===== src/rtl/skid_buffer_2.sv =====
// Two-entry valid/ready elastic buffer: registered in_ready and out_valid break
// the ready path between stages while sustaining one transfer per cycle.
module skid_buffer_2 #(
   parameter int unsigned DATA_WIDTH = 32
) (
   input  logic                  clk,
   input  logic                  rst_n,
   input  logic                  flush,
   input  logic                  in_valid,
   output logic                  in_ready,
   input  logic [DATA_WIDTH-1:0] in_data,
   output logic                  out_valid,
   input  logic                  out_ready,
   output logic [DATA_WIDTH-1:0] out_data,
   output logic [1:0]            count
);

   typedef enum logic [1:0] {
      ST_EMPTY = 2'd0,
      ST_BUSY  = 2'd1,
      ST_FULL  = 2'd2
   } state_t;

   state_t                state_q;
   state_t                state_d;
   logic [DATA_WIDTH-1:0] main_q;
   logic [DATA_WIDTH-1:0] skid_q;
   logic                  in_fire;
   logic                  out_fire;
   logic                  load_main;
   logic                  main_from_skid;
   logic                  load_skid;

   // State and payload registers; main_q always holds the oldest entry
   always_ff @(posedge clk or negedge rst_n) begin
      if (!rst_n) begin
         state_q <= ST_EMPTY;
         main_q  <= '0;
         skid_q  <= '0;
      end else begin
         state_q <= state_d;
         if (load_main) begin
            main_q <= main_from_skid ? skid_q : in_data;
         end
         if (load_skid) begin
            skid_q <= in_data;
         end
      end
   end

   // Next state and payload load enables; flush overrides everything
   always_comb begin
      state_d        = ST_EMPTY;
      load_main      = 1'b0;
      main_from_skid = 1'b0;
      load_skid      = 1'b0;
      in_fire        = in_valid & in_ready;
      out_fire       = out_valid & out_ready;
      case (state_q)
         ST_EMPTY: begin
            if (in_fire) begin
               load_main = 1'b1;
               state_d   = ST_BUSY;
            end else begin
               state_d   = ST_EMPTY;
            end
         end
         ST_BUSY: begin
            if (in_fire && out_fire) begin
               load_main = 1'b1;
               state_d   = ST_BUSY;
            end else if (in_fire) begin
               load_skid = 1'b1;
               state_d   = ST_FULL;
            end else if (out_fire) begin
               state_d   = ST_EMPTY;
            end else begin
               state_d   = ST_BUSY;
            end
         end
         ST_FULL: begin
            if (out_fire) begin
               load_main      = 1'b1;
               main_from_skid = 1'b1;
               state_d        = ST_BUSY;
            end else begin
               state_d        = ST_FULL;
            end
         end
         default: begin
            state_d = ST_EMPTY;
         end
      endcase
      if (flush) begin
         state_d        = ST_EMPTY;
         load_main      = 1'b0;
         main_from_skid = 1'b0;
         load_skid      = 1'b0;
      end
   end

   // Outputs decoded from registered state only
   always_comb begin
      in_ready  = (state_q != ST_FULL);
      out_valid = (state_q != ST_EMPTY);
      out_data  = out_valid ? main_q : '0;
      case (state_q)
         ST_BUSY: count = 2'd1;
         ST_FULL: count = 2'd2;
         default: count = 2'd0;
      endcase
   end

endmodule


===== config.mk =====
export PLATFORM = sky130hd
export DESIGN_NAME = skid_buffer_2
export DESIGN_NICKNAME = d
export VERILOG_FILES = /design/src/rtl/skid_buffer_2.sv
export SDC_FILE = /design/constraint.sdc
export NUM_CORES = 1
export LEC_CHECK = 0
export ABC_AREA = 1
export BUFFER_PORTS_ARGS = -buffer_cell sky130_fd_sc_hd__buf_4
export CORE_ASPECT_RATIO = 1.75
export CORE_MARGIN = 4
export CORE_UTILIZATION = 59
export CTS_CLUSTER_SIZE = 16
export DETAILED_ROUTE_END_ITERATION = 8
export GPL_TIMING_DRIVEN = 1
export PLACE_DENSITY_LB_ADDON = 0.12
export SETUP_SLACK_MARGIN = 0.2
export SLEW_MARGIN = 10
export SYNTH_ARGS = -nofsm -noshare
export SYNTH_HDL_FRONTEND = slang
export SYNTH_SLANG_ARGS = --single-unit
export TNS_END_PERCENT = 5

===== constraint.sdc =====
create_clock -name clk -period 2.5 [get_ports clk]
set_clock_uncertainty 0.05 [all_clocks]
set_input_delay 0.5 -clock clk [delete_from_list [all_inputs] [get_ports clk]]
set_output_delay 0.5 -clock clk [all_outputs]
set_load 0.005 [all_outputs]

# Word level (Yosys, flattened, before mapping)
# Index checks and enable logic that the tools add are counted.
# op_classes
n_mux	20
n_eq_ne	3
reduce_logical	3
bitwise_logic	2
# ops
cell	n
2-to-1 mux 32 bit	2
2-to-1 mux 1 bit	11
2-to-1 mux 2 bit	4
case mux 2 bit (3 select lines)	1
case mux 2 bit (2 select lines)	1
case mux 1 bit (3 select lines)	1
bitwise AND 1 bit	2
== test 2 x 1 -> 1 bit (second input constant)	1
== test 2 bit (second input constant)	1
logical NOT 2 bit	1
!= test 2 bit (second input constant)	1
nonzero test 2 bit	1
logical AND 1 bit	1
# totals
register_bits	66
output_inout_bits	36

# Logic depth before layout (Yosys ltp)
# depth
word_depth	7
ltp_mapped	11
depth_no_buf	10

# Worst setup path after synthesis
# No wires, ideal clock.
# synth_timing
path_kind	register to register
startpoint	reg state_q[1]
endpoint	reg main_q[10]
n_path_buf	1
required_time_ns	2.334
arrival_ns	1.461
path_stages_with_launch	12
period_less_slack_ns	1.627
slack_ns	0.873
cell_sequence	dfrtp_1 -> inv_2 -> nor2_4 -> nor2_1 -> ha_1 -> nand3_1 -> nand3_2 -> nand2_2 -> inv_2 -> buf_6 -> nand2_1 -> nand2_1
# synth_via
elab_chain_cells	6
word_cells_on_any_way	16
cone_classes	eq/ne (3); mux (8); bitwise (2); reduce/logical (3)
# synth_lines
item	line_no	text
start, declared	24	state_t state_q;
start signal, assigned	41	state_q <= state_d;
!= test 2 bit or nonzero test 2 bit (tied branches)	104, 105	
bitwise AND 1 bit (on tied branches)	57, 58	
logical AND 1 bit or 2-to-1 mux 1 bit (tied branches)	69, 82	
2-to-1 mux 1 bit (on tied branches)	69, 59	
case mux 1 bit (3 select lines) or 2-to-1 mux 1 bit (tied branches)	59, 94	
2-to-1 mux 1 bit or 2-to-1 mux 32 bit (tied branches)	94, 43	
end signal, assigned	43	main_q <= main_from_skid ? skid_q : in_data;
end, declared	26	logic [DATA_WIDTH-1:0] main_q;
# Parallel ways exist; a longest one is shown, timed or not.
# A chain may end at the register's enable or synchronous reset.

# Final worst setup path
# layout_timing
startpoint	reg state_q[0]
endpoint	out out_data[31]
# layout_via
elab_chain_cells	2
# layout_lines
item	line_no	text
nonzero test 2 bit	105	out_valid = (state_q != ST_EMPTY);
2-to-1 mux 32 bit	106	out_data = out_valid ? main_q : '0;
end, declared	14	output logic [DATA_WIDTH-1:0] out_data,
# Every way passes these cells.

==> summary.md <==
| Metric | Value |
|---|---|
| Tot GR Track Use | `21.1%` |
| Worst r2r dst | `main_q[28]$_DFFE_PN0P_` |
| Pin count of the biggest net entering global routing | `67` |
| CP endpoint kind | `output port` |
| Min-Delay Path Class | `input pin to asynchronous set/reset pin` |
| Net Switching | `0.918 mW` |
| Max Cap Violations | `0` |
| Worst Path Arrival | `1550 ps` |
| CTS Buf Count | `9` |
| Combinational power share | `22.9%` |
| Average size of a mapped cell | `7.56 sq um` |
| Peak VDD IR | `0.493 mV` |
| Tcrit/Tclk final | `83.9%` |
| Static Leak | `2.46 nW` |
| GRT overflow | `0` |
| Number of buffers on the longest clock path | `2` |
| Seq/Total Area, Yosys | `46.6%` |
| Vias | `2860` |
| IO Pins | `73` |
| Die Span Y | `111 microns` |
| R2R depth | `10` |
| Worst Setup Start Kind | `register` |
| PD cells | `734 mW/mm^2` |
| Final hold viol count | `0` |
| Worst-path clk slew | `70 ps` |
| Syn Inst Count | `469` |
| Setup bufs post-CTS | `0` |
| WL final | `6970 microns` |
| Clk sinks | `66` |
| First-pass GRT wire length | `12100 microns` |
| Flop2flop setup slack | `540 ps` |
| DRT iter0 DRCs | `178` |
| Setup-failing EPs final | `0` |
| Clock latency on the worst-skew pair | `340 ps` |
| Fmax achieved | `0.477 GHz` |
| Final Hold Slack | `201 ps` |
| WP data required | `1950 ps` |
| Input/output buffers | `72` |
| RR Startpoint | `state_q[1]$_DFF_PN0_` |
| Unrepaired setup endpoints after global routing | `no` |
| HPWL Detailed | `4750 microns` |
| P&R area growth vs syn | `18.6%` |
| Crit path time final | `2100 ps` |
| Final Max Slew Viols | `0` |
| Clk network pwr share | `27.9%` |
| Run status | `completed` |
| Die width | `66.6 microns` |
| Total chip power | `3.09 mW` |
| Cell row count | `37` |
| Root Buffer | `clkbuf_8` |
| Mapped cell area | `0.00355 sq mm` |
| Vias in the first global route | `2694` |
| Sw frac | `29.7%` |
| Worst Max-Slew Pin Slew | `821 ps` |
| CTS tree | `yes` |
| Total die area | `0.00737 sq mm` |
| Wire per inst | `11.3 microns` |
| Via density per instance | `4.64` |
| Diodes inserted | `0` |
| # hold bufs at CTS | `0` |
| Final net count | `574` |
| Antenna violations before repair | `0` |
| Slew headroom | `45.2%` |
| Ratio of cells with drive above 1 in the final layout | `26.9%` |
| Setup CP Type | `register to output port` |
| DR DRC count | `0` |
| Yosys warns | `0` |
| DRT antenna net count | `0` |
| Placer Congestion | `0.762` |
| Int Pwr | `2.17 mW` |
| Sequential Power Share | `49.1%` |
| Yosys reg bits | `66` |
| Critical path fanouts, max | `34` |
| CTS resizes | `0` |
| H-tree lvl count | `3` |
| Drt first pass iters | `4` |
| Setup tns final | `0 ps` |
| CORE AREA | `0.00588 sq mm` |
| Distinct cells, synth | `18` |
| Syn nets | `508` |
| Initial Util | `60.3%` |
-- Yosys cell counts --
cell type / count / area (sq um)
nand2_1: 207 / 777
buf_6: 15 / 169
o31ai_1: 1 / 7.51
nand3_2: 3 / 30.0
clkbuf_2: 1 / 5.00
ha_1: 2 / 25.0
inv_1: 71 / 267
dfrtp_1: 66 / 1650
nand3_4: 1 / 17.5
o21ai_2: 23 / 201
inv_2: 3 / 11.3
nor2_1: 34 / 128
o21ai_1: 9 / 45.0
buf_2: 3 / 15.0
clkbuf_1: 3 / 11.3
nor2_4: 4 / 45.0
nand3_1: 2 / 10.0
nand2_2: 21 / 131
-- sequential cells by signal (all words and copies together), names as in the netlist --
signal	flops
skid_q	32
main_q	32
state_q	2
-- cells by family after synthesis --
kind of cell,after synthesis,synth area share [%]
and+or+nand+nor,272,32.1
AOI/OAI and AO/OA,33,7.16
buffers and inverters,96,13.5
adders and majority gates,2,0.705
DFF,66,46.6
-- cell type report --
cell class	instances	area (sq um)
multi-input cells	307	1420
repair buffers	77	578
flip-flops and latches	66	1650
inverters	74	278
fillers	507	1670
clock buffers	12	145
well taps	78	97.6
clock inverters	3	40.0
-- placed cells by master (no fill, tap or decap) --
master	count
clkbuf_8	10
inv_2	3
nand3_4	1
clkinv_2	2
o21ai_2	23
nand3_1	2
nor2_1	34
clkbuf_1	2
nor2_4	4
dfrtp_1	66
nand2_2	21
nand2_1	207
inv_1	71
ha_1	2
bufinv_16	1
o31ai_1	1
nand3_2	3
o21ai_1	9
buf_4	77
-- power groups by stage --
stage | clock network [mW] | registers (mW) | logic (mW)
CTS | 0.886 | 1.52 | 0.723
floorplan | 0 | 1.50 | 0.495
finish | 0.863 | 1.52 | 0.708
global placement | 0 | 1.52 | 0.692
global route | 0.940 | 1.56 | 0.825
detailed placement | 0 | 1.53 | 0.718
-- per-layer routing --
metal	up-vias	track usage [%]	share of wire [%]
li1	1495	-	-
met1	1275	24.1	41
met2	72	35.4	51
met3	18	6.00	5.8
met4	0	9.50	2.7
met5	-	0	0
-- critical path, stage by stage (launching register included) --
cell and delay [ps]:
dfrtp_1 460, nor2_4 140, buf_4 330, nor2_1 120, buf_4 150
-- how the worst max path moves through the flow --
stage                                   endpoint  slack, ps  cells past startpoint            startpoint
after floorplan           main_q[10]$_DFFE_PN0P_        870                     11  state_q[1]$_DFF_PN0_
after global placement    main_q[25]$_DFFE_PN0P_        610                     10             out_ready
after detailed placement  main_q[28]$_DFFE_PN0P_        550                     10             out_ready
after CTS                           out_data[31]        360                      4  state_q[0]$_DFF_PN0_
after global routing                out_data[31]        290                      4  state_q[1]$_DFF_PN0_
final                               out_data[31]        400                      4  state_q[0]$_DFF_PN0_
-- per-stage QoR --
step | std cells | setup slack (ps) | util (%) | cell area [sq um]
floorplan | 469 | 873 | - | 3550
global placement | 602 | 609 | 68.4 | 4020
detailed placement | 602 | 546 | 68.4 | 4020
CTS | 617 | 359 | 71.6 | 4210
global route | 617 | 287 | 71.6 | 4210
finish | 617 | 401 | 71.6 | 4210
(Power assumes the default switching activity.)
